$ cat src/rtl/nec_tx_pkg.sv
// Shared NEC timing constants and transmitter state encoding.
// The receiver imports the same unit counts so both sides agree on frame timing.
package nec_tx_pkg;

    typedef enum logic [2:0] {
        ST_IDLE       = 3'd0,
        ST_LEAD_MARK  = 3'd1,
        ST_LEAD_SPACE = 3'd2,
        ST_BIT_MARK   = 3'd3,
        ST_BIT_SPACE  = 3'd4,
        ST_REP_SPACE  = 3'd5,
        ST_STOP_MARK  = 3'd6,
        ST_GAP        = 3'd7
    } nec_tx_state_t;

    localparam int NEC_LEAD_MARK_T  = 16;
    localparam int NEC_LEAD_SPACE_T = 8;
    localparam int NEC_REP_SPACE_T  = 4;
    localparam int NEC_ONE_SPACE_T  = 3;
    localparam int NEC_ZERO_SPACE_T = 1;
    localparam int NEC_BITS         = 32;

    function automatic logic is_mark(input nec_tx_state_t s);
        return (s == ST_LEAD_MARK) || (s == ST_BIT_MARK) || (s == ST_STOP_MARK);
    endfunction

endpackage

$ cat src/rtl/nec_tx_carrier.sv
// Carrier phase generator. Exposes the carrier level for the *next* cycle so the
// top can register ir_out without adding a cycle of lag at mark start.
module nec_carrier #(
    parameter int CARRIER_PERIOD = 1316,
    parameter int CARRIER_HIGH   = 439
) (
    input  logic sys_clk,
    input  logic sys_rst,
    input  logic i_restart,
    output logic o_carrier_next
);

    localparam int PW = (CARRIER_PERIOD > 1) ? $clog2(CARRIER_PERIOD) : 1;
    localparam logic [PW:0] HIGH_W = (PW + 1)'(CARRIER_HIGH);

    logic [PW-1:0] r_phase;
    logic [PW-1:0] w_phase_next;

    always_comb begin
        w_phase_next = r_phase + 1'b1;
        if (i_restart || (r_phase == PW'(CARRIER_PERIOD - 1))) begin
            w_phase_next = '0;
        end
    end

    assign o_carrier_next = ({1'b0, w_phase_next} < HIGH_W);

    always_ff @(posedge sys_clk) begin
        if (sys_rst) begin
            r_phase <= '0;
        end else begin
            r_phase <= w_phase_next;
        end
    end

endmodule

$ cat src/rtl/nec_tx.sv
// NEC IR transmitter: full frames (ADDR, ~ADDR, cmd, ~cmd, LSB-first) or repeat
// codes, envelope optionally modulated by a carrier, followed by a guard gap.
module nec_tx
    import nec_tx_pkg::*;
#(
    parameter logic [7:0] ADDR           = 8'h00,
    parameter int         TICK_CYCLES    = 28125,
    parameter int         CARRIER_PERIOD = 1316,
    parameter int         CARRIER_HIGH   = 439,
    parameter logic       CARRIER_EN     = 1'b1,
    parameter int         GAP_TICKS      = 72
) (
    input  logic       sys_clk,
    input  logic       sys_rst,
    input  logic [7:0] data_in,
    input  logic       data_in_en,
    input  logic       repeat_in_en,
    output logic       busy,
    output logic       ir_out
);

    localparam int TW = (TICK_CYCLES > 1) ? $clog2(TICK_CYCLES) : 1;

    nec_tx_state_t r_state;
    nec_tx_state_t w_state_next;

    logic [TW-1:0] r_tick_cnt;
    logic [6:0]    r_unit_cnt;
    logic [5:0]    r_bit_cnt;
    logic [31:0]   r_shift;
    logic          r_is_rep;
    logic          r_ir_out;

    logic       w_tick;
    logic [6:0] w_len;
    logic       w_last;
    logic       w_accept;
    logic       w_state_change;
    logic       w_restart;
    logic       w_carrier_next;

    assign w_tick         = (r_tick_cnt == TW'(TICK_CYCLES - 1));
    assign w_accept       = (r_state == ST_IDLE) && (data_in_en || repeat_in_en);
    assign w_state_change = (w_state_next != r_state);
    assign w_restart      = is_mark(w_state_next) && w_state_change;
    assign w_last         = w_tick && (r_unit_cnt == (w_len - 7'd1));

    always_comb begin
        w_len = 7'd1;
        case (r_state)
            ST_LEAD_MARK:  w_len = 7'(NEC_LEAD_MARK_T);
            ST_LEAD_SPACE: w_len = 7'(NEC_LEAD_SPACE_T);
            ST_BIT_SPACE:  w_len = r_shift[0] ? 7'(NEC_ONE_SPACE_T) : 7'(NEC_ZERO_SPACE_T);
            ST_REP_SPACE:  w_len = 7'(NEC_REP_SPACE_T);
            ST_GAP:        w_len = 7'(GAP_TICKS);
            default:       w_len = 7'd1;
        endcase
    end

    always_comb begin
        w_state_next = r_state;
        case (r_state)
            ST_IDLE:       if (w_accept) w_state_next = ST_LEAD_MARK;
            ST_LEAD_MARK:  if (w_last) w_state_next = r_is_rep ? ST_REP_SPACE : ST_LEAD_SPACE;
            ST_LEAD_SPACE: if (w_last) w_state_next = ST_BIT_MARK;
            ST_BIT_MARK:   if (w_last) w_state_next = ST_BIT_SPACE;
            ST_BIT_SPACE:  if (w_last) w_state_next = (r_bit_cnt == 6'(NEC_BITS - 1)) ? ST_STOP_MARK : ST_BIT_MARK;
            ST_REP_SPACE:  if (w_last) w_state_next = ST_STOP_MARK;
            ST_STOP_MARK:  if (w_last) w_state_next = ST_GAP;
            ST_GAP:        if (w_last) w_state_next = ST_IDLE;
            default:       w_state_next = ST_IDLE;
        endcase
    end

    nec_carrier #(
        .CARRIER_PERIOD (CARRIER_PERIOD),
        .CARRIER_HIGH   (CARRIER_HIGH)
    ) u_carrier (
        .sys_clk        (sys_clk),
        .sys_rst        (sys_rst),
        .i_restart      (w_restart),
        .o_carrier_next (w_carrier_next)
    );

    always_ff @(posedge sys_clk) begin
        if (sys_rst) begin
            r_state    <= ST_IDLE;
            r_tick_cnt <= '0;
            r_unit_cnt <= '0;
            r_bit_cnt  <= '0;
            r_shift    <= '0;
            r_is_rep   <= 1'b0;
            r_ir_out   <= 1'b0;
        end else begin
            r_state <= w_state_next;

            if ((r_state == ST_IDLE) || w_state_change) begin
                r_tick_cnt <= '0;
                r_unit_cnt <= '0;
            end else if (w_tick) begin
                r_tick_cnt <= '0;
                r_unit_cnt <= r_unit_cnt + 7'd1;
            end else begin
                r_tick_cnt <= r_tick_cnt + 1'b1;
            end

            // A full-frame strobe takes priority over a simultaneous repeat strobe.
            if (w_accept) begin
                r_shift   <= {~data_in, data_in, ~ADDR, ADDR};
                r_bit_cnt <= '0;
                r_is_rep  <= !data_in_en;
            end else if ((r_state == ST_BIT_SPACE) && w_last) begin
                r_shift   <= {1'b0, r_shift[31:1]};
                r_bit_cnt <= r_bit_cnt + 6'd1;
            end

            // Driven from the next state so the LED turns on the cycle after accept.
            r_ir_out <= is_mark(w_state_next) && (CARRIER_EN ? w_carrier_next : 1'b1);
        end
    end

    assign busy   = (r_state != ST_IDLE);
    assign ir_out = r_ir_out;

endmodule

$ cat config.mk
export PLATFORM = sky130hd
export DESIGN_NAME = nec_tx
export DESIGN_NICKNAME = d
export VERILOG_FILES = /design/src/rtl/nec_tx_pkg.sv /design/src/rtl/nec_tx_carrier.sv /design/src/rtl/nec_tx.sv
export SDC_FILE = /design/constraint.sdc
export NUM_CORES = 1
export LEC_CHECK = 0
export CORE_MARGIN = 1
export CORE_UTILIZATION = 45
export DETAILED_ROUTE_END_ITERATION = 8
export GPL_ROUTABILITY_DRIVEN = 1
export GPL_TIMING_DRIVEN = 0
export PLACE_DENSITY_LB_ADDON = 0.15
export SYNTH_ARGS = -nofsm -noshare
export SYNTH_HDL_FRONTEND = slang
export SYNTH_HIERARCHICAL = 1
export SYNTH_SLANG_ARGS = --single-unit
$ cat constraint.sdc
create_clock -name sys_clk -period 6.4 [get_ports sys_clk]
set_clock_uncertainty 0.1 [all_clocks]
set_input_delay 1.28 -clock sys_clk [delete_from_list [all_inputs] [get_ports sys_clk]]
set_output_delay 1.28 -clock sys_clk [all_outputs]
set_load 0.02 [all_outputs]
==> flow_summary.json <==
{
  "synthArstFlopShare_pct": 0,
  "power_mw": 1.05,
  "power_density_mw_per_mm2": 240,
  "dieArea_mm2": 0.00901,
  "period_share_pct": 84.7,
  "drt-total-wl_um": 8500,
  "synth-edff-count": 0,
  "ys_ff_latch": 76,
  "syn_inst": 459,
  "io_buffers": 13,
  "grt_usage_pct": 20.2,
  "stdcell_count": 593,
  "cpMaxStageDelayCell": "nor4_2",
  "synth_nets": 477,
  "firstDrtPassIters": 4,
  "cts-resized-gates": 0,
  "core-area_mm2": 0.00830,
  "end_kind": "flop",
  "cpLargestDelayFamily": "compound AO/OA/AOI/OAI gates",
  "cp_cell_sequence": "buf_6 -> clkbuf_1 -> and2_1 -> clkbuf_1 -> buf_1 -> nand2_1 -> ha_1 -> nor2b_1 -> a221o_1 -> a211o_1 -> nor4_2 -> a21o_1 -> a31oi_1 -> o211a_1 -> a311oi_1 -> nand2b_1 -> a2111oi_0 -> mux2i_1 -> a211oi_1",
  "grt_first_pass_wirelength_um": 14500,
  "num_io_pins": 14,
  "cp_num_buf_inv": 4,
  "cts_buffers": 9,
  "die_width_um": 94.9,
  "switchingPower_uw": 251,
  "min_period_ns": 5.42,
  "synth_area_leaders": "dfxtp_1, nor2_1, xnor2_1, nand3_1, a21oi_1",
  "gp_congestion": 0.840,
  "cts_tree": "yes",
  "cts_root_buf": "clkbuf_8",
  "reg2reg_slack_ns": 0.98,
  "grt_pass1_vias": 3088,
  "overflow": 0,
  "maxSlewViolCount": 0,
  "area_delta_synth_final_pct": 13.1,
  "fin_area_mm2": 0.00440,
  "crit_top_cell": "clkbuf_1",
  "postPlaceCellArea_mm2": 0.00415,
  "maxSlewHeadroom_pct": 56.5,
  "clock.fmax_mhz": 184,
  "place_inst": 577,
  "nets": 501,
  "vias": 3397,
  "post_cts_buffers": 0,
  "use_met1_pct": 28.2,
  "startpoint_type": "flop",
  "antenna_found_initial": 0,
  "cts_max_level": 3,
  "internal_power_uw": 802,
  "reg2reg_to": "ir_out",
  "drt_first_iter_violations": 145,
  "worst_slack_ns": 0.979,
  "swShare_pct": 23.9,
  "status": "finished clean",
  "avgSynthCellArea_um2": 8.47,
  "leakage_nw": 1.46,
  "synthFlopType": "dfxtp_1",
  "synthDistinctLibCells": 63,
  "p_seq_share_pct": 47.7,
  "drc": 0,
  "hold_viol": 0,
  "tightest_slew_ns": 0.648,
  "ys_seq_area_share_pct": 39.2,
  "critPathMaxFanout": 10,
  "cap_violations": 0,
  "busiest_layer": "met2",
  "viasPerCell": 5.73,
  "hold_start": "r_shift[5]",
  "setup_viol": 0,
  "drtAntennaViolNets": 0,
  "num_rows": 33,
  "syn_area_mm2": 0.00389,
  "drive_above_1_share_pct": 9.22,
  "min_to": "r_shift[4]",
  "cts.sinks": 76,
  "post-place-ws_ns": 1.06,
  "min_path_cells": 2,
  "netlist_top_cells_count": "dfxtp_1, nor2_1, nand3_1",
  "netlist.area_leader.share_pct": 39.2,
  "clock_latency_ns": 0.34,
  "gr-usage-met2_pct": 32.0,
  "grtUsageMet3_pct": 3.14,
  "yosysMostFrequentCell": "dfxtp_1",
  "critical_path_class": "flop to flop",
  "arrival_ns": 5.56,
  "yosysWarnings": 6,
  "wl_per_cell_um": 14.3,
  "cpPeakStageDelay_ns": 0.49,
  "r2r_start": "r_state[2]",
  "clk_pin_slew_ns": 0.08,
  "synth_top_cell_by_area": "dfxtp_1",
  "min_path_type": "flop to flop",
  "cts_hold_buf": 0,
  "max-vdd-ir-drop_uv": 159,
  "start_util_pct": 46.8,
  "cts_max_path_buffers": 2,
  "p_clk_share_pct": 43.5,
  "n_antenna_cell": 0,
  "fin_setup_tns_ns": 0,
  "grt_start_max_net_pins": 14,
  "cp.required_ns": 6.54,
  "die_h_um": 94.9,
  "rsz0062_at_grt": "no",
  "dp_hpwl_um": 5880,
  "r2r_cells": 19,
  "combinationalPowerShare_pct": 8.9
}
==> power by group through the flow <==
stage | combinational (mW) | sequential, mW | clock [mW]
after floorplan | 0.0647 | 0.511 | 0
after CTS | 0.0931 | 0.502 | 0.464
after global routing | 0.104 | 0.505 | 0.485
after global placement | 0.0911 | 0.513 | 0
after detailed placement | 0.0924 | 0.513 | 0
final | 0.0933 | 0.502 | 0.458
==> tightest hold or removal path, cell delays in order, from the launching register on <==
cell and delay, ns:
dfxtp_1 0.32, nand3_1 0.06, a21oi_1 0.06
==> layer usage <==
metal	wire length [µm]	part of all wire [%]
met1	4340	51
met2	3810	45
met3	255	3.0
met4	95	1.1
met5	0	0
==> flip-flops by register name (all words and copies together) (netlist names) <==
name / flops
ir_out: 1
u_carrier/r_phase: 11
r_bit_cnt: 6
r_tick_cnt: 15
r_unit_cnt: 7
r_state: 3
r_is_rep: 1
r_shift: 32
==> cells in the final DEF (no fill, tap or decap), drive strengths merged, types with 2 or more instances in the layout <==
cell type / instances
a2111oi: 2
dfxtp: 76
nor3: 17
nor2b: 5
a311oi: 9
nand2: 21
and3: 9
a31oi: 3
nor4b: 3
ha: 6
nand3: 29
clkdlybuf4s50: 13
mux2: 2
or3: 5
nor4bb: 2
nand4: 11
o221a: 8
bufinv: 3
and4: 2
and2: 5
a21oi: 27
o31ai: 2
xnor2: 18
nor2: 63
inv: 12
a21o: 2
xor2: 14
buf: 10
mux2i: 5
clkbuf: 35
nor3b: 4
a211oi: 11
nand4bb: 2
nand2b: 6
o21ai: 26
==> logic make-up after synthesis <==
family                     count (synthesis)  share of synthesized area, %
adders and majority gates                  6                          1.93
xor gates and xnor gates                  32                          7.21
muxes                                      7                          1.87
AOI/OAI and AO/OA                        100                          17.5
and+or+nand+nor                          193                          27.2
DFF                                       76                          39.2
buffers and inverters                     45                          5.12
==> worst max path at each step <==
stage | slack (ns) | start | to | cells past startpoint
after floorplan | 2.12 | r_state[0] | ir_out | 20
after global routing | 0.56 | r_state[2] | ir_out | 19
after detailed placement | 1.06 | r_state[2] | ir_out | 19
after global placement | 1.14 | r_state[2] | ir_out | 19
after CTS | 1.04 | r_state[2] | ir_out | 19
final | 0.98 | r_state[2] | ir_out | 19
==> area by class of cell <==
cell class	instances	area, µm²
clock inverter	5	106
inverter	11	41.3
fill	787	3900
timing repair buffer	13	130
buffer	34	158
tap	105	131
clock buffer	11	141
sequential	76	1520
multi-input combinational	338	2170
==> through the flow <==
step / utilization, % / hold WS (ns)
finish: 53.0 / 0.370
global route: 53.0 / 0.383
CTS: 53.0 / 0.371
detailed placement: 50.0 / 0.355
global placement: 50.0 / 0.350
floorplan: - / 0.338
No activity file was read; power rests on OpenSTA's default activity.
